### src/rtl/instr_encoder_loader_pkg.sv
// Constants shared by the instruction loader and the control unit that decodes its output.
// The package holds the opcodes, instruction kinds and loader state encodings.
package instr_encoder_loader_pkg;

    localparam logic [5:0] OP_RTYPE = 6'd0;
    localparam logic [5:0] OP_J     = 6'd2;
    localparam logic [5:0] OP_JAL   = 6'd3;
    localparam logic [5:0] OP_BEQ   = 6'd4;
    localparam logic [5:0] OP_BNE   = 6'd5;
    localparam logic [5:0] OP_ADDI  = 6'd8;
    localparam logic [5:0] OP_LW    = 6'd35;
    localparam logic [5:0] OP_SW    = 6'd43;
    localparam logic [5:0] FUNCT_JR = 6'd8;

    typedef enum logic [1:0] {
        KIND_R    = 2'd0,
        KIND_I    = 2'd1,
        KIND_J    = 2'd2,
        KIND_RSVD = 2'd3
    } instr_kind_t;

    localparam logic [1:0] ST_IDLE  = 2'd0;
    localparam logic [1:0] ST_WRITE = 2'd1;
    localparam logic [1:0] ST_DONE  = 2'd2;

endpackage

### src/rtl/instr_encoder_loader_if.sv
// Field-bundle stream in, instruction-memory write port out.
// slave is the loader's view; master is the producer/memory side.
interface instr_encoder_loader_if #(
    parameter int ADDR_W = 8
);
    logic              inValid;
    logic              inReady;
    logic [1:0]        inKind;
    logic [5:0]        inOpcode;
    logic [4:0]        inRs;
    logic [4:0]        inRt;
    logic [4:0]        inRd;
    logic [4:0]        inShamt;
    logic [5:0]        inFunct;
    logic [15:0]       inImm;
    logic [25:0]       inTarget;
    logic              inLast;
    logic              memWe;
    logic [ADDR_W-1:0] memAddr;
    logic [31:0]       memWdata;
    logic              memReady;

    modport slave (
        input  inValid, inKind, inOpcode, inRs, inRt, inRd, inShamt,
               inFunct, inImm, inTarget, inLast, memReady,
        output inReady, memWe, memAddr, memWdata
    );

    modport master (
        output inValid, inKind, inOpcode, inRs, inRt, inRd, inShamt,
               inFunct, inImm, inTarget, inLast, memReady,
        input  inReady, memWe, memAddr, memWdata
    );
endinterface

### src/rtl/instr_encoder_loader_word_pack.sv
// Combinational packer: instruction fields -> 32-bit MIPS word plus a legality flag.
// Only the opcode/kind pairs the control unit decodes are reported legal.
module instr_word_pack
    import instr_encoder_loader_pkg::*;
(
    input  logic [1:0]  kind,
    input  logic [5:0]  opcode,
    input  logic [4:0]  rs,
    input  logic [4:0]  rt,
    input  logic [4:0]  rd,
    input  logic [4:0]  shamt,
    input  logic [5:0]  funct,
    input  logic [15:0] imm,
    input  logic [25:0] target,
    output logic [31:0] word,
    output logic        legal
);
    localparam int N_IOPS = 5;
    localparam int N_JOPS = 2;
    localparam logic [5:0] I_OPS [N_IOPS] = '{OP_BEQ, OP_BNE, OP_ADDI, OP_LW, OP_SW};
    localparam logic [5:0] J_OPS [N_JOPS] = '{OP_J, OP_JAL};

    logic [N_IOPS-1:0] iHit;
    logic [N_JOPS-1:0] jHit;

    generate
        for (genvar gi = 0; gi < N_IOPS; gi++) begin : g_iop
            assign iHit[gi] = (opcode == I_OPS[gi]);
        end
        for (genvar gi = 0; gi < N_JOPS; gi++) begin : g_jop
            assign jHit[gi] = (opcode == J_OPS[gi]);
        end
    endgenerate

    always_comb begin
        word  = '0;
        legal = 1'b0;
        case (kind)
            KIND_R: begin
                // R-type words always carry opcode 0 regardless of the input opcode field
                word  = {OP_RTYPE, rs, rt, rd, shamt, funct};
                legal = (opcode == OP_RTYPE);
            end
            KIND_I: begin
                word  = {opcode, rs, rt, imm};
                legal = |iHit;
            end
            KIND_J: begin
                word  = {opcode, target};
                legal = |jHit;
            end
            default: begin
                word  = '0;
                legal = 1'b0;
            end
        endcase
    end
endmodule

### src/rtl/instr_encoder_loader.sv
// Streams packed instruction words into instruction memory from address 0.
// One bundle is held per write; illegal bundles are counted and dropped.
module instr_encoder_loader
    import instr_encoder_loader_pkg::*;
#(
    parameter int ADDR_W = 8
) (
    input  logic                  clk,
    input  logic                  reset,
    input  logic                  start,
    instr_encoder_loader_if.slave bus,
    output logic [ADDR_W:0]       wordCount,
    output logic [7:0]            errCount,
    output logic                  done,
    output logic                  full
);
    localparam logic [ADDR_W-1:0] ADDR_MAX = '1;

    logic [1:0]        stateReg;
    logic [ADDR_W-1:0] memAddrReg;
    logic [31:0]       wordReg;
    logic              lastReg;
    logic [ADDR_W:0]   wordCountReg;
    logic [7:0]        errCountReg;
    logic              doneReg;
    logic              fullReg;

    logic [31:0]       packedWord;
    logic              packedLegal;
    logic              accept;

    instr_word_pack u_pack (
        .kind   (bus.inKind),
        .opcode (bus.inOpcode),
        .rs     (bus.inRs),
        .rt     (bus.inRt),
        .rd     (bus.inRd),
        .shamt  (bus.inShamt),
        .funct  (bus.inFunct),
        .imm    (bus.inImm),
        .target (bus.inTarget),
        .word   (packedWord),
        .legal  (packedLegal)
    );

    // A start pulse wins over a same-cycle bundle, so refuse it rather than lose it
    assign bus.inReady  = (stateReg == ST_IDLE) && !start;
    assign accept       = bus.inValid && bus.inReady;
    assign bus.memWe    = (stateReg == ST_WRITE);
    assign bus.memAddr  = memAddrReg;
    assign bus.memWdata = wordReg;

    assign wordCount = wordCountReg;
    assign errCount  = errCountReg;
    assign done      = doneReg;
    assign full      = fullReg;

    always_ff @(posedge clk) begin
        if (reset) begin
            stateReg     <= ST_IDLE;
            memAddrReg   <= '0;
            wordReg      <= '0;
            lastReg      <= 1'b0;
            wordCountReg <= '0;
            errCountReg  <= '0;
            doneReg      <= 1'b0;
            fullReg      <= 1'b0;
        end else if (start) begin
            stateReg     <= ST_IDLE;
            memAddrReg   <= '0;
            lastReg      <= 1'b0;
            wordCountReg <= '0;
            errCountReg  <= '0;
            doneReg      <= 1'b0;
            fullReg      <= 1'b0;
        end else begin
            case (stateReg)
                ST_IDLE: begin
                    if (accept) begin
                        if (packedLegal) begin
                            wordReg  <= packedWord;
                            lastReg  <= bus.inLast;
                            stateReg <= ST_WRITE;
                        end else begin
                            if (errCountReg != 8'hFF) begin
                                errCountReg <= errCountReg + 8'd1;
                            end
                            if (bus.inLast) begin
                                doneReg  <= 1'b1;
                                stateReg <= ST_DONE;
                            end
                        end
                    end
                end
                ST_WRITE: begin
                    if (bus.memReady) begin
                        wordCountReg <= wordCountReg + (ADDR_W+1)'(1);
                        // The top address is terminal: the pointer parks there instead of wrapping
                        if (memAddrReg == ADDR_MAX) begin
                            fullReg  <= 1'b1;
                            doneReg  <= 1'b1;
                            stateReg <= ST_DONE;
                        end else begin
                            memAddrReg <= memAddrReg + ADDR_W'(1);
                            if (lastReg) begin
                                doneReg  <= 1'b1;
                                stateReg <= ST_DONE;
                            end else begin
                                stateReg <= ST_IDLE;
                            end
                        end
                    end
                end
                ST_DONE: begin
                    stateReg <= ST_DONE;
                end
                default: begin
                    stateReg <= ST_IDLE;
                end
            endcase
        end
    end
endmodule

### src/flat_wrapper.sv
// flat-port wrapper written by rule: the top's interface ports become plain ports
module instr_encoder_loader_flat import instr_encoder_loader_pkg::*;
#(
    parameter int ADDR_W = 8
)
  (clk, reset, start, wordCount, errCount, done, full, bus_inValid, bus_inKind, bus_inOpcode, bus_inRs, bus_inRt, bus_inRd, bus_inShamt, bus_inFunct, bus_inImm, bus_inTarget, bus_inLast, bus_memReady, bus_inReady, bus_memWe, bus_memAddr, bus_memWdata);
  instr_encoder_loader_if #(.ADDR_W(ADDR_W)) bus_i ();
  input  logic clk;
  input  logic reset;
  input  logic start;
  output logic [ADDR_W:0] wordCount;
  output logic [7:0] errCount;
  output logic done;
  output logic full;
  input wire logic [$bits(bus_i.inValid)-1:0] bus_inValid;
  input wire logic [$bits(bus_i.inKind)-1:0] bus_inKind;
  input wire logic [$bits(bus_i.inOpcode)-1:0] bus_inOpcode;
  input wire logic [$bits(bus_i.inRs)-1:0] bus_inRs;
  input wire logic [$bits(bus_i.inRt)-1:0] bus_inRt;
  input wire logic [$bits(bus_i.inRd)-1:0] bus_inRd;
  input wire logic [$bits(bus_i.inShamt)-1:0] bus_inShamt;
  input wire logic [$bits(bus_i.inFunct)-1:0] bus_inFunct;
  input wire logic [$bits(bus_i.inImm)-1:0] bus_inImm;
  input wire logic [$bits(bus_i.inTarget)-1:0] bus_inTarget;
  input wire logic [$bits(bus_i.inLast)-1:0] bus_inLast;
  input wire logic [$bits(bus_i.memReady)-1:0] bus_memReady;
  output wire logic [$bits(bus_i.inReady)-1:0] bus_inReady;
  output wire logic [$bits(bus_i.memWe)-1:0] bus_memWe;
  output wire logic [$bits(bus_i.memAddr)-1:0] bus_memAddr;
  output wire logic [$bits(bus_i.memWdata)-1:0] bus_memWdata;
  assign bus_i.inValid = bus_inValid;
  assign bus_i.inKind = bus_inKind;
  assign bus_i.inOpcode = bus_inOpcode;
  assign bus_i.inRs = bus_inRs;
  assign bus_i.inRt = bus_inRt;
  assign bus_i.inRd = bus_inRd;
  assign bus_i.inShamt = bus_inShamt;
  assign bus_i.inFunct = bus_inFunct;
  assign bus_i.inImm = bus_inImm;
  assign bus_i.inTarget = bus_inTarget;
  assign bus_i.inLast = bus_inLast;
  assign bus_i.memReady = bus_memReady;
  assign bus_inReady = bus_i.inReady;
  assign bus_memWe = bus_i.memWe;
  assign bus_memAddr = bus_i.memAddr;
  assign bus_memWdata = bus_i.memWdata;
  instr_encoder_loader #(.ADDR_W(ADDR_W)) u_core (.clk(clk), .reset(reset), .start(start), .bus(bus_i), .wordCount(wordCount), .errCount(errCount), .done(done), .full(full));
endmodule
### config.mk
export PLATFORM = sky130hd
export DESIGN_NAME = instr_encoder_loader_flat
export DESIGN_NICKNAME = d
export VERILOG_FILES = /design/src/rtl/instr_encoder_loader_pkg.sv /design/src/rtl/instr_encoder_loader_if.sv /design/src/rtl/instr_encoder_loader_word_pack.sv /design/src/rtl/instr_encoder_loader.sv /design/src/flat_wrapper.sv
export SDC_FILE = /design/constraint.sdc
export NUM_CORES = 1
export LEC_CHECK = 0
export ABC_AREA = 1
export CAP_MARGIN = 10
export CELL_PAD_IN_SITES_DETAIL_PLACEMENT = 0
export CELL_PAD_IN_SITES_GLOBAL_PLACEMENT = 1
export CORE_MARGIN = 4
export CORE_UTILIZATION = 31
export CTS_CLUSTER_SIZE = 30
export DETAILED_ROUTE_END_ITERATION = 10
export PLACE_DENSITY = 0.85
export REMOVE_ABC_BUFFERS = 1
export SETUP_SLACK_MARGIN = 0.5
export SLEW_MARGIN = 20
export SYNTH_ARGS = -nofsm -noshare
export SYNTH_HDL_FRONTEND = slang
export SYNTH_SLANG_ARGS = --single-unit
### constraint.sdc
create_clock -name clk -period 3.6 [get_ports clk]
set_input_delay 0.36 -clock clk [delete_from_list [all_inputs] [get_ports clk]]
set_output_delay 0.36 -clock clk [all_outputs]
set_load 0.005 [all_outputs]
* Yosys cells after proc, flatten, opt, wreduce, memory -nomap -nowiden
Index checks and enable logic that the tools add are counted.
** Word-level totals
- Bits in read-only memories :: 0
- Memories :: 0
- Register bits :: 62
- Bits of input ports :: 82
- Logic and storage cells :: 67
- Latch bits :: 0
- Output and inout port bits :: 61
- Bits in writable memories :: 0
** Operators by class
- Equality and inequality tests :: 19
- Reduce and logical (&&, ||, !) cells :: 18
- $mul :: 0
- Bitwise logic cells :: 3
- Divide/modulo/power cells :: 0
- Magnitude comparators :: 0
- Shift-type cells :: 0
- Mux-type cells :: 16
- Add/subtract/negate cells :: 3
** Operators by type and width (number)
- 32-bit one-hot mux with 3 select lines :: 1
- 8-bit by 1-bit adder with 8-bit output, second input constant :: 2
- 6-bit by 2-bit == test with 1-bit output, second input constant :: 2
- 6-bit by 3-bit == test with 1-bit output, second input constant :: 2
- 6-bit == test, second input constant :: 2
- 2-bit 2-to-1 mux :: 6
- 3-bit AND reduction :: 4
- 9-bit by 1-bit adder with 9-bit output, second input constant :: 1
- 8-bit == test, second input constant :: 1
- 8-bit inequality test, second input constant :: 1
- 4-bit AND reduction :: 2
- 6-bit by 4-bit == test with 1-bit output, second input constant :: 1
- 6-bit zero test :: 1
- 1-bit 2-to-1 mux :: 6
- 2-bit inequality test, second input constant :: 3
- 2-bit one-hot mux with 3 select lines :: 1
- 6-bit AND reduction :: 1
- 5-bit OR reduction :: 1
- 2-bit by 1-bit == test with 1-bit output, second input constant :: 2
- 2-bit == test, second input constant :: 2
- 2-bit zero test :: 2
- 2-bit OR reduction :: 2
- 3-bit by 1-bit inequality test with 1-bit output, second input constant :: 1
- 3-bit by 2-bit inequality test with 1-bit output, second input constant :: 1
- 8 further kinds :: 11

* Logic depth before layout (Yosys ltp)
Gate-level depths: netlist of the first run.
- Depth in word-level cells :: 6
- Mapped depth :: 12
- Depth with buffers taken out :: 11

* By module
A second synthesis of the first run with hierarchy kept.
** Unflattened totals
- Cells, all modules :: 518
- Area, all modules :: 3392.0 um2
** Modules (own cells, without submodules)
- instr_encoder_loader :: area each 2761.4 um2, instances 1, cells an instance 376, seq. area each 1241.2 um2
- instr_word_pack :: area each 630.6 um2, instances 1, cells an instance 142, seq. area each 0.0 um2

* Least setup slack after synthesis of the first run
Ideal clock, no wire load.
- Kind :: input -> register
- Start :: input bus_inKind[0]
- End :: register u_core.wordReg[10] (netlist: u_core.bus.memWdata[10])
- Data required time :: 3.490 ns
- Arrival :: 1.488 ns
- Setup time :: 0.110 ns
- Slack :: 2.002 ns
- Buffers on the path :: 2
- Stages :: 11
- Cells stage by stage :: buf_4 nand2_1 o21ai_1 nand3_2 nor2_4 nand2_4 nor2_4 buf_6 nand2_1 nand2_1 nor2_1
** Between the ends
- Longest elaborated chain between the ends :: 3
- Elaborated cells between the ends (all ways) :: 6
- Classes of those cells :: eq/ne (2); mux (2); reduce/logical (2)
** Ends and longest elaborated chain
- start: declaration :: RTL line flat_wrapper.sv:16 : input wire logic [$bits(bus_i.inKind)-1:0] bus_inKind;
- 2-bit == test (tied with other cells) :: RTL line instr_encoder_loader_word_pack.sv:38 : case (kind)
- 1-bit one-hot mux with 3 select lines :: RTL line instr_encoder_loader_word_pack.sv:38
- 4-bit AND reduction (no source line)
- end signal: assignment :: RTL line instr_encoder_loader.sv:81 : wordReg <= packedWord;
- end: declaration :: RTL line instr_encoder_loader.sv:21 : logic [31:0] wordReg;
Parallel ways exist; a longest one is shown, timed or not.
A chain may end at the register's enable or synchronous reset.

* Worst setup path in the final report of the first run
- Start :: input bus_inKind[0]
- End :: register u_core.wordReg[19] (netlist: u_core.bus.memWdata[19])
Same word-level chain as after synthesis.

==> results.md, run 1 <==
- Total core area: approximately 0.011 mm²
- Largest net degree at the start of global routing: 45
- RSZ-0062 raised after global routing: false
- Initial antenna violation count: 0
- # IOs: 143
- Post-Synthesis Mean Instance Area: 6.19 µm²
- Drt first pass iters: 5
- Skew final: 0.00386 ns
- Critical path type: in -> reg
- CTS Root Cell: clkbuf_16
- Peak Freq: 390 MHz
- Req. time, crit path: 3.81 ns
- Dpl hpwl: around 8200 µm
- Worst VDD drop: roughly 0.00026 V
- Post-synthesis sequential area ratio: about 35%
- Area growth, synth to finish: 51.6%
- Cell Int Power: 1.36 mW
- Vias per cell: 4.54
- Relative slew slack: 33.1%
- Synth cell types: 30
- Worst Max-Slew Pin Slew: 1.00 ns
- Drt drc: 0
- Layout cell share with drive strength beyond 1: 6.49%
- Die W: 114 µm
- Syn Inst Count: 567
- GP Congestion: 0.789
- PostCTS Resize Cnt: 0
- CTS H-Tree Depth: 3
- Worst-path clk slew: 0.06 ns
- Ys async rst share: 0%
- Startpoint types: input port
- Crit path time final: 2.56 ns
- Port bufs: 142
- Fraction of power spent switching nets: 24.7%
- Flop pwr share: 38.5%
- Slew Limit Fails: 0
- EDFF count, synth: 0
- # Post-CTS Setup Buffers: 0
- Antenna Cells: 0
- Top cells by count, synth: nand2_1 (167), inv_1 (87), nor2_1 (71)
- Max cap viols: 0
- Number of global-route vias before repair: 3816
- Die height: 114 µm
- Pwr/cell area: about 340 mW/mm²
- First-pass GRT wire length: between 15000 and 20000 µm
- Nets: 789
- P_leak: between 2 and 2.5 nW
- P_sw: between 0.4 and 0.5 mW
- Synth area leaders: dfxtp_1 (35%), nand2_1 (18%), inv_1 (9.3%)
- Mapped cell area: between 0.003 and 0.004 mm²
- Hold WC Path Type: reg -> reg
- Grt total ovfl: 0
- Yosys top cell area share: 35.4%
- # fillers: 1110
- Routed Antenna Nets: 0
- CTS tree: yes
- Worst skew pair latency: 0.33 ns
- Total power: 1.81 mW
- CTS sink cnt: 62
- Die Area: 0.0131 mm²
- Area leader, netlist: dfxtp_1
- Top_reg_cell synth: dfxtp_1
- Initial core utilization: 32.0%
- Detailed Route Iter0 Violations: 204
- Count leader, synth: nand2_1
- Synth Warn #: 0
- Drt wl/cell: approximately 13 µm
- CP Capture Type: flip-flop
- Gr usage total: 16.6%
- Synth Register Bits: 62
- Cts bufs inserted: 9
- Setup violations, final: 0
- Fin. Hold Viols: 0
- Status: finished clean
- Setup_tns: 0 ns
- Total Wirelength: 10800 µm
- CTS Buffer Depth: 2
- Comb pwr share: 12.8%
- Post-route clock period utilization: 71.2%
- Crit path DAT: 2.78 ns
- CP Max Fanout: 44
- Cts hold-fix bufs: 0
- Clock power frac: 48.7%
- Cell row count: 38
- DR vias: around 3900
## critical path, stage by stage
cell             delay, ns
clkdlybuf4s50_1       0.66
buf_4                 0.25
nand2_1               0.13
o21ai_1               0.17
nand3_2               0.11
nor2_4                0.19
nand4_4               0.54
nor2_1                0.28
nor2_1                0.07
## metal layers
metal | vias to the layer above | GRT usage, % | wire length, µm
met5 | - | 0 | 0
met4 | 0 | 7.52 | 338
met1 | 1704 | 19.8 | 4600
met2 | 112 | 28.4 | 5240
met3 | 27 | 3.75 | 580
li1 | 2013 | - | -
## placed cells by master (no fill, tap or decap), types with 2 or more instances in the layout
cell type        synthesis  final
a21oi_1                 35     35
o21ai_1                  2      2
nand2_2                  5      5
ha_1                     3      3
nor2_2                   3      3
dfxtp_1                 62     62
nand4_1                  3      3
nor2_4                   4      4
nor3b_1                  2      2
xnor2_1                  3      3
buf_4                    1      5
nand3_1                 56     56
clkdlybuf4s50_1          0    142
clkinvlp_4               0      2
nand2_1                167    167
inv_1                   87     87
nor2_1                  71     71
inv_2                    9      9
o21bai_1                 2      2
clkbuf_16                0      9
inv_6                    0      3
nor3_1                   5      5
xor2_1                   4      4
o21ai_0                 17     17
## final timing paths
| kind | start | to | slack [ns] | depth (start not counted) |
|---|---|---|---|---|
| max | bus_inKind[0] | u_core.bus.memWdata[19] | 1.04 | 9 |
| min | u_core.bus.memWdata[30] | u_core.bus.memWdata[30] | 0.44 | 2 |
| min reg2reg | u_core.bus.memWdata[30] | u_core.bus.memWdata[30] | 0.44 | 2 |
| max reg2reg | u_core.stateReg[0] | u_core.bus.memWdata[19] | 1.84 | 6 |
## registers in the layout (all words and copies together) (netlist names)
| register | flops |
|---|---|
| u_core.bus.memAddr | 8 |
| u_core.full | 1 |
| u_core.lastReg | 1 |
| u_core.wordCount | 9 |
| u_core.stateReg | 2 |
| u_core.done | 1 |
| u_core.bus.memWdata | 32 |
| u_core.errCount | 8 |
## power by group through the flow
stage	logic, mW	clock network [mW]	registers, mW
6_report	0.232	0.880	0.696
5_1_grt	0.259	0.937	0.696
4_1_cts	0.235	0.909	0.696
3_5_place_dp	0.233	0	0.711
3_3_place_gp	0.231	0	0.711
2_1_floorplan	0.0908	0	0.711
## metrics by stage
| stage | hold WS, ns | cell area [µm²] | worst slack, ns | util [%] | instances |
|---|---|---|---|---|---|
| after floorplan | 0.432 | 3380 | 1.74 | - | 546 |
| after global placement | 0.436 | 5010 | 0.748 | 45.6 | 833 |
| after detailed placement | 0.435 | 5010 | 0.672 | 45.6 | 833 |
| after CTS | 0.448 | 5320 | 1.01 | 48.4 | 849 |
| after global routing | 0.470 | 5320 | 0.668 | 48.4 | 849 |
| final | 0.443 | 5320 | 1.04 | 48.4 | 849 |
## layout make-up
class | instances | area [µm²] | area share (%)
multi-input cells | 388 | 1780 | 33.4
repair buffers | 147 | 1460 | 27.4
flip-flops and latches | 62 | 1240 | 23.3
inverters | 96 | 360 | 6.77
clock buffers | 9 | 225 | 4.23
well taps | 140 | 175 | 3.29
clock inverters | 7 | 80.1 | 1.51
## kinds of logic after synthesis
family | Yosys count | synth area share, %
flip-flops | 62 | 35.4
adder cells (fa/ha/maj) | 3 | 1.07
AO/OA/AOI/OAI | 58 | 8.52
XOR/XNOR | 7 | 1.75
AND/OR/NAND/NOR | 320 | 39.3
buffers and inverters | 117 | 14.0
No activity file was read; power rests on OpenSTA's default activity.
==> inputs of run 2 (changes only) <==
--- a/config.mk
+++ b/config.mk
@@ -10,10 +10,10 @@
 export CELL_PAD_IN_SITES_DETAIL_PLACEMENT = 0
 export CELL_PAD_IN_SITES_GLOBAL_PLACEMENT = 1
 export CORE_MARGIN = 4
-export CORE_UTILIZATION = 31
+export CORE_UTILIZATION = 29
 export CTS_CLUSTER_SIZE = 30
 export DETAILED_ROUTE_END_ITERATION = 10
-export PLACE_DENSITY = 0.85
+export PLACE_DENSITY = 0.8
 export REMOVE_ABC_BUFFERS = 1
 export SETUP_SLACK_MARGIN = 0.5
 export SLEW_MARGIN = 20
==> constraint.sdc (replaced) <==
create_clock -name clk -period 2.45 [get_ports clk]
set_input_delay 0.245 -clock clk [delete_from_list [all_inputs] [get_ports clk]]
set_output_delay 0.245 -clock clk [all_outputs]
set_load 0.005 [all_outputs]
==> run 2 against run 1 <==
Against the previous run:
- clock power rose by 60%
- core utilization down 1.1 points
- highest routed layer unchanged
- final area up 3.4%
- clock skew barely moved
- critical path type is now reg -> out
- cell count up 1.8%
- hold slack lost 0.0027 ns
- critical path depth is 5 lower
- largest power group unchanged
- sequential cell count is the same
==> results.md, run 2 (synthesis gave the netlist of run 1 again) <==
- GP Congestion: 0.772 (-2.1%)
- Reg2Reg Capture Point: u_core.bus.memAddr[4]
- CTS Root Cell: clkbuf_16
- Setup violations, final: 0 (unchanged)
- Total Wirelength: 11000 µm (+2.4%)
- Fin. Hold Viols: 0 (unchanged)
- Hold WC Path Type: reg -> reg
- First-pass GRT wire length: 18000 µm (+2.5%)
- Max FFs per register: 32 (unchanged)
- FF-to-FF Start: u_core.bus.memAddr[0]
- CTS H-Tree Depth: 3 (unchanged)
- CP Cell Sequence: nor2_2 > inv_2 > nor2_4 > clkdlybuf4s50_1
- Cts bufs inserted: 9 (unchanged)
- PnR worst setup slack: 0.613 ns (-0.423 ns)
- Critical Path Slowest Stage Cell: clkdlybuf4s50_1
- Reg2Reg Setup Slack: 0.70 ns (-1.14 ns)
- Routed Antenna Nets: 0 (unchanged)
- CP Max Fanout: 3 (-93%)
- Largest net degree at the start of global routing: 32 (-29%)
- Drt first pass iters: 6 (+1)
- Crit path to: bus_inReady
- Grt total ovfl: 0 (unchanged)
- Worst Setup SP: u_core.stateReg[1]
- Max cap viols: 0 (unchanged)
- Initial antenna violation count: 0 (unchanged)
- Die height: 118 µm (+3.2%)
- Peak Freq: 544 MHz
- Drt wl/cell: 12.7 µm (+0.59%)
- Cell row count: 39 (+2.6%)
- Startpoint types: flip-flop
- Min Hold Slack: 0.440 ns (-0.00275 ns)
- Die W: 118 µm (+3.2%)
- Detailed Route Iter0 Violations: 154 (-25%)
- Post-route clock period utilization: 75.0%
- P_leak: 2.41 nW (+4.0%)
- CP Capture Type: output pin
- Layout Cells excl Fill: 864 (+1.8%)
- Relative slew slack: 69.6% (+36 points)
- Vias per cell: 4.42 (-2.8%)
- Drt drc: 0 (unchanged)
- # IOs: 143 (unchanged)
- Slew Limit Fails: 0 (unchanged)
- DP Cell Count: 843 (+1.2%)
- Gr usage total: 15.9% (-0.79 points)
- CTS Buffer Depth: 2 (unchanged)
- Layout cell share with drive strength beyond 1: 8.60% (+2.1 points)
- RSZ-0062 raised after global routing: true
- Die Area: 0.0139 mm² (+6.4%)
- Setup_tns: 0 ns (unchanged)
- Crit path time final: approximately 1.8 ns
- Crit path DAT: 1.59 ns (-1.19 ns)
- Worst-path clk slew: 0.05 ns (about the same)
- Port bufs: 142 (unchanged)
- Skew final: 0.00426 ns (+0.000395 ns)
- CTS sink cnt: 62 (unchanged)
- Cts hold-fix bufs: 0 (unchanged)
- # fillers: 1193 (+7.5%)
- Worst skew pair latency: 0.33 ns (about the same)
- Hold Crit Start: u_core.bus.memWdata[30]
- Worst path max stage delay: 0.54 ns (-0.12 ns)
- Dpl hpwl: 8180 µm (about the same)
- Initial core utilization: 30.2% (-1.7 points)
- Pre-CTS WS: 0.280 ns (-0.392 ns)
- DR vias: 3816 (-1.0%)
- Pwr/cell area: 507 mW/mm² (+49%)
- Commonest non-fill, non-tap cell in the layout: nand2_1
- Critical path type: reg -> out
- Worst Max-Slew Pin Slew: 0.456 ns (-0.546 ns)
- Status: finished clean
- Antenna Cells: 0 (unchanged)
- Total core area: 0.0116 mm² (+5.7%)
- Req. time, crit path: 2.20 ns (-1.61 ns)
- Worst VDD drop: 0.000326 V (+27%)
- Nets: 801 (+1.5%)
- Most frequent cells in the layout: nand2_1 (166), clkdlybuf4s50_1 (142), inv_1 (87), nor2_1 (70), dfxtp_1 (62)
- R2r worst-path depth: 11 (+5)
- Number of global-route vias before repair: 3689 (-3.3%)
- Area growth, synth to finish: 56.6%
- CTS tree: yes
## run 2: worst min-delay path by stage
stage,end,slack [ns],depth (start not counted)
finish,u_core.bus.memWdata[30],0.44,2
global route,u_core.bus.memWdata[30],0.47,2
CTS,u_core.bus.memWdata[30],0.45,2
detailed placement,u_core.bus.memWdata[30],0.43,2
global placement,u_core.wordCount[8],0.44,1
floorplan,u_core.bus.memWdata[30],0.32,1
## run 2: per-layer routing
layer  share of wire, %  vias up  routed length [µm]  global-route usage [%]
met5                  0        -                   0                       0
met4                1.6        0                 172                    6.15
met3                3.9       11                 431                    3.27
met2                 48       83                5330                    27.1
met1                 46     1691                5080                    19.5
li1                   -     2031                   -                       -
## run 2: what timing repair did
action	4_1_cts	5_1_grt
gates resized for setup	0	5
endpoints found under the setup margin	0	29
buffers inserted	0	5
## run 2: metrics by stage
| step | power [mW] | utilization, % | cell area (µm²) |
|---|---|---|---|
| after floorplan | 1.18 | - | 3380 |
| after global placement | 1.39 | 44.0 | 5110 |
| after detailed placement | 1.39 | 44.0 | 5110 |
| after CTS | 2.83 | 46.9 | 5440 |
| after global routing | 2.91 | 47.3 | 5500 |
| final | 2.79 | 47.3 | 5500 |
## run 2: final cells by class
cell class | count | area (µm²) | share of cell area (%)
Clock buffer | 11 | 253 | 4.60
Multi-Input combinational cell | 388 | 1800 | 32.7
Timing Repair Buffer | 159 | 1590 | 28.9
Tap cell | 143 | 179 | 3.25
Inverter | 96 | 360 | 6.55
Sequential cell | 62 | 1240 | 22.6
Clock inverter | 5 | 81.3 | 1.48
## run 2: where the power goes
group          switching (mW)  total, mW  internal [mW]
clock                   0.469       1.41          0.945
sequential            0.00581       1.02           1.02
combinational           0.160      0.352          0.192
total                   0.635       2.79           2.15
## run 2: critical path, delay by kind of cell, from the launching register on
family,cells,cell delay [ns]
DFF,1,0.33
and+or+nand+nor,2,0.32
buffers and inverters,2,0.61
==> inputs of run 3 (changes only) <==
--- a/config.mk
+++ b/config.mk
@@ -10,10 +10,10 @@
 export CELL_PAD_IN_SITES_DETAIL_PLACEMENT = 0
 export CELL_PAD_IN_SITES_GLOBAL_PLACEMENT = 1
 export CORE_MARGIN = 4
-export CORE_UTILIZATION = 29
+export CORE_UTILIZATION = 26
 export CTS_CLUSTER_SIZE = 30
 export DETAILED_ROUTE_END_ITERATION = 10
-export PLACE_DENSITY = 0.8
+export PLACE_DENSITY = 0.76
 export REMOVE_ABC_BUFFERS = 1
 export SETUP_SLACK_MARGIN = 0.5
 export SLEW_MARGIN = 20
==> constraint.sdc (replaced) <==
create_clock -name clk -period 1.6 [get_ports clk]
set_input_delay 0.16 -clock clk [delete_from_list [all_inputs] [get_ports clk]]
set_output_delay 0.16 -clock clk [all_outputs]
set_load 0.005 [all_outputs]
==> run 3 against run 2 <==
Against the previous run:
- count of clock-buffer cells in the layout increased by 2
- wire length grew 15%
- sequential cell count unchanged
==> results.md, run 3 (synthesis gave the netlist of run 1 again) <==
- CTS Root Cell: clkbuf_16
- Pwr/cell area: 630 mW/mm² (+24%)
- Skew final: 0.00616 ns (+0.00190 ns)
- # IOs: 143 (unchanged)
- Area of the multi-input gates: 0.00211 mm² (+17%)
- First-pass GRT wire length: 19300 µm (+7.0%)
- Crit path DAT: 1.77 ns (+0.18 ns)
- Largest net degree at the start of global routing: 32 (unchanged)
- Total core area: 0.0132 mm² (+14%)
- Cts bufs inserted: 9 (unchanged)
- Fin. Hold Viols: 0 (unchanged)
- Area growth, synth to finish: 82.7%
- # fillers: 1339 (+12%)
- RSZ-0062 raised after global routing: true
- Crit path time final: approximately 1.5 ns
- CP Max Fanout: 3 (unchanged)
- Max FFs per register: 32 (unchanged)
- Grt total ovfl: 0 (unchanged)
- Critical Path Slowest Stage Cell: clkdlybuf4s50_1
- PnR worst setup slack: 0.0885 ns (-0.524 ns)
- Most frequent cells in the layout: nand2_1 (148), inv_1 (78), clkdlybuf4s50_1 (74), nor2_1 (62), buf_4 (51)
- Cell row count: 42 (+7.7%)
- CP Cell Sequence: clkdlybuf4s50_1 > inv_1 > nor2_4 > buf_6 > nand3_4 > nor2_4 > nand3_2 > o21bai_1 > nand2_1 > a21oi_2
- Post-route clock period utilization: 94.5%
- Critical path type: in -> reg
- WP buf/inv: 3 (+1)
- Req. time, crit path: 1.86 ns (-0.34 ns)
- Antenna Cells: 0 (unchanged)
- Initial antenna violation count: 0 (unchanged)
- Number of global-route vias before repair: 4121 (+12%)
- Status: finished clean
- CTS tree: yes
- Vias per cell: 4.38 (-0.76%)
- Die W: 124 µm (+5.2%)
- Worst skew pair latency: 0.34 ns (about the same)
- Dpl cell area: 0.00534 mm² (+4.6%)
- Worst path max stage delay: 0.58 ns (+0.04 ns)
- Drt first pass iters: 5 (-1)
- CP Capture Type: flip-flop
- Reg area: 0.00130 mm² (+4.7%)
- Gr usage total: 15.9% (+0.087 points)
- CTS Buffer Depth: 2 (unchanged)
- Die height: 124 µm (+5.2%)
- Drt wl/cell: 13.2 µm (+3.5%)
- Peak Freq: around 660 MHz
- Startpoint types: input port
- Total power: 4.04 mW (+45%)
- GP Congestion: 0.837 (+8.3%)
- DP Cell Count: 900 (+6.8%)
- Initial core utilization: 26.5% (-3.7 points)
- Worst VDD drop: 0.000487 V (+50%)
- Max cap viols: 0 (unchanged)
- Slew Limit Fails: 0 (unchanged)
- Crit-path most repeated cell: nor2_4
- Commonest non-fill, non-tap cell in the layout: nand2_1
- Die Area: 0.0154 mm² (+11%)
- CTS H-Tree Depth: 3 (unchanged)
- Worst-path clk slew: 0.05 ns (about the same)
- Nets: 862 (+7.6%)
- Worst Max-Slew Pin Slew: 0.304 ns (-0.152 ns)
- Relative slew slack: 79.7% (+10 points)
- Setup violations, final: 0 (unchanged)
- Dpl hpwl: 8620 µm (+5.4%)
- DR vias: 4199 (+10%)
- Total Wirelength: 12600 µm (+15%)
- Hold WC Path Type: in -> reg
- P_leak: 3.14 nW (+31%)
- Layout cell share with drive strength beyond 1: 29.8% (+21 points)
- Routed Antenna Nets: 0 (unchanged)
- Layout Cell Area excl Fill: 0.00641 mm² (+17%)
- Layout Cells excl Fill: 958 (+11%)
- Drt drc: 0 (unchanged)
- Detailed Route Iter0 Violations: 150 (-2.6%)
- Pre-CTS WS: -0.381 ns (-0.661 ns)
- Top delay family on crit path: buffers and inverters
- CTS sink cnt: 62 (unchanged)
- Port bufs: 142 (unchanged)
==> run 3: changes by cell type in the layout (fill, tap and decap cells not counted), sizes merged, moves of 8 or more <==
| cell | before | now |
|---|---|---|
| buf | 17 | 84 |
| clkbuf | 11 | 23 |
| clkdlybuf4s15 | 0 | 30 |
| clkdlybuf4s50 | 142 | 74 |
| dlygate4sd2 | 0 | 8 |
| dlymetal6s2s | 0 | 14 |
==> run 3: metrics by stage <==
step / utilization, % / hold WS (ns) / TNS [ns]
after floorplan: - / 0.232 / -1.50
after global placement: 40.3 / 0.444 / -14.19
after detailed placement: 40.3 / 0.435 / -15.29
after CTS: 44.7 / 0.331 / 0
after global routing: 48.4 / 0.373 / 0
final: 48.4 / 0.350 / 0
==> run 3: area by class of cell <==
class,instances,share of cell area [%]
multi-input cells,388,32.9
clock buffers,13,4.21
flip-flops and latches,62,20.3
inverters,96,5.74
repair buffers,220,33.2
well taps,176,3.43
clock inverters,3,0.273
==> run 3: repair_timing <==
item,4_1_cts,5_1_grt
gates resized for setup,168,132
endpoints found under the setup margin,123,111
pin swaps,12,29
setup buffers,23,17
hold buffers,0,0
gates cloned,1,1
==> run 3: per-layer routing <==
layer / vias up / global-route usage [%] / part of all wire (%) / wire, µm
met2: 83 / 28.2 / 52 / 6540
met4: 0 / 7.46 / 2.7 / 342
li1: 2164 / - / - / -
met1: 1930 / 18.4 / 42 / 5250
met3: 22 / 3.18 / 4.0 / 506
met5: - / 0 / 0 / 0
==> run 3: worst paths after layout <==
kind | startpoint | end | slack, ns | cells after the start
worst max register to register | u_core.stateReg[1] | u_core.wordCount[8] | 0.12 | 10
worst max-delay path | bus_memReady | u_core.wordCount[8] | 0.09 | 10
worst min register to register | u_core.bus.memWdata[30] | u_core.bus.memWdata[30] | 0.44 | 2
worst min-delay path | bus_inOpcode[2] | u_core.bus.memWdata[28] | 0.35 | 5
==> run 3: worst reg2reg max path, cell delays in order (launching register included) <==
cell and delay (ns):
dfxtp_4 0.36, inv_4 0.06, nand2_4 0.06, nor2_4 0.15
buf_6 0.13, nand3_4 0.07, nor2_4 0.14, nand3_2 0.11
o21bai_1 0.16, nand2_1 0.08, a21oi_2 0.11
==> run 3: power by group <==
| group | total, mW | internal [mW] | switching, mW |
|---|---|---|---|
| Combinational | 0.627 | 0.342 | 0.285 |
| Sequential | 1.56 | 1.55 | 0.0104 |
| Clock | 1.86 | 1.17 | 0.690 |
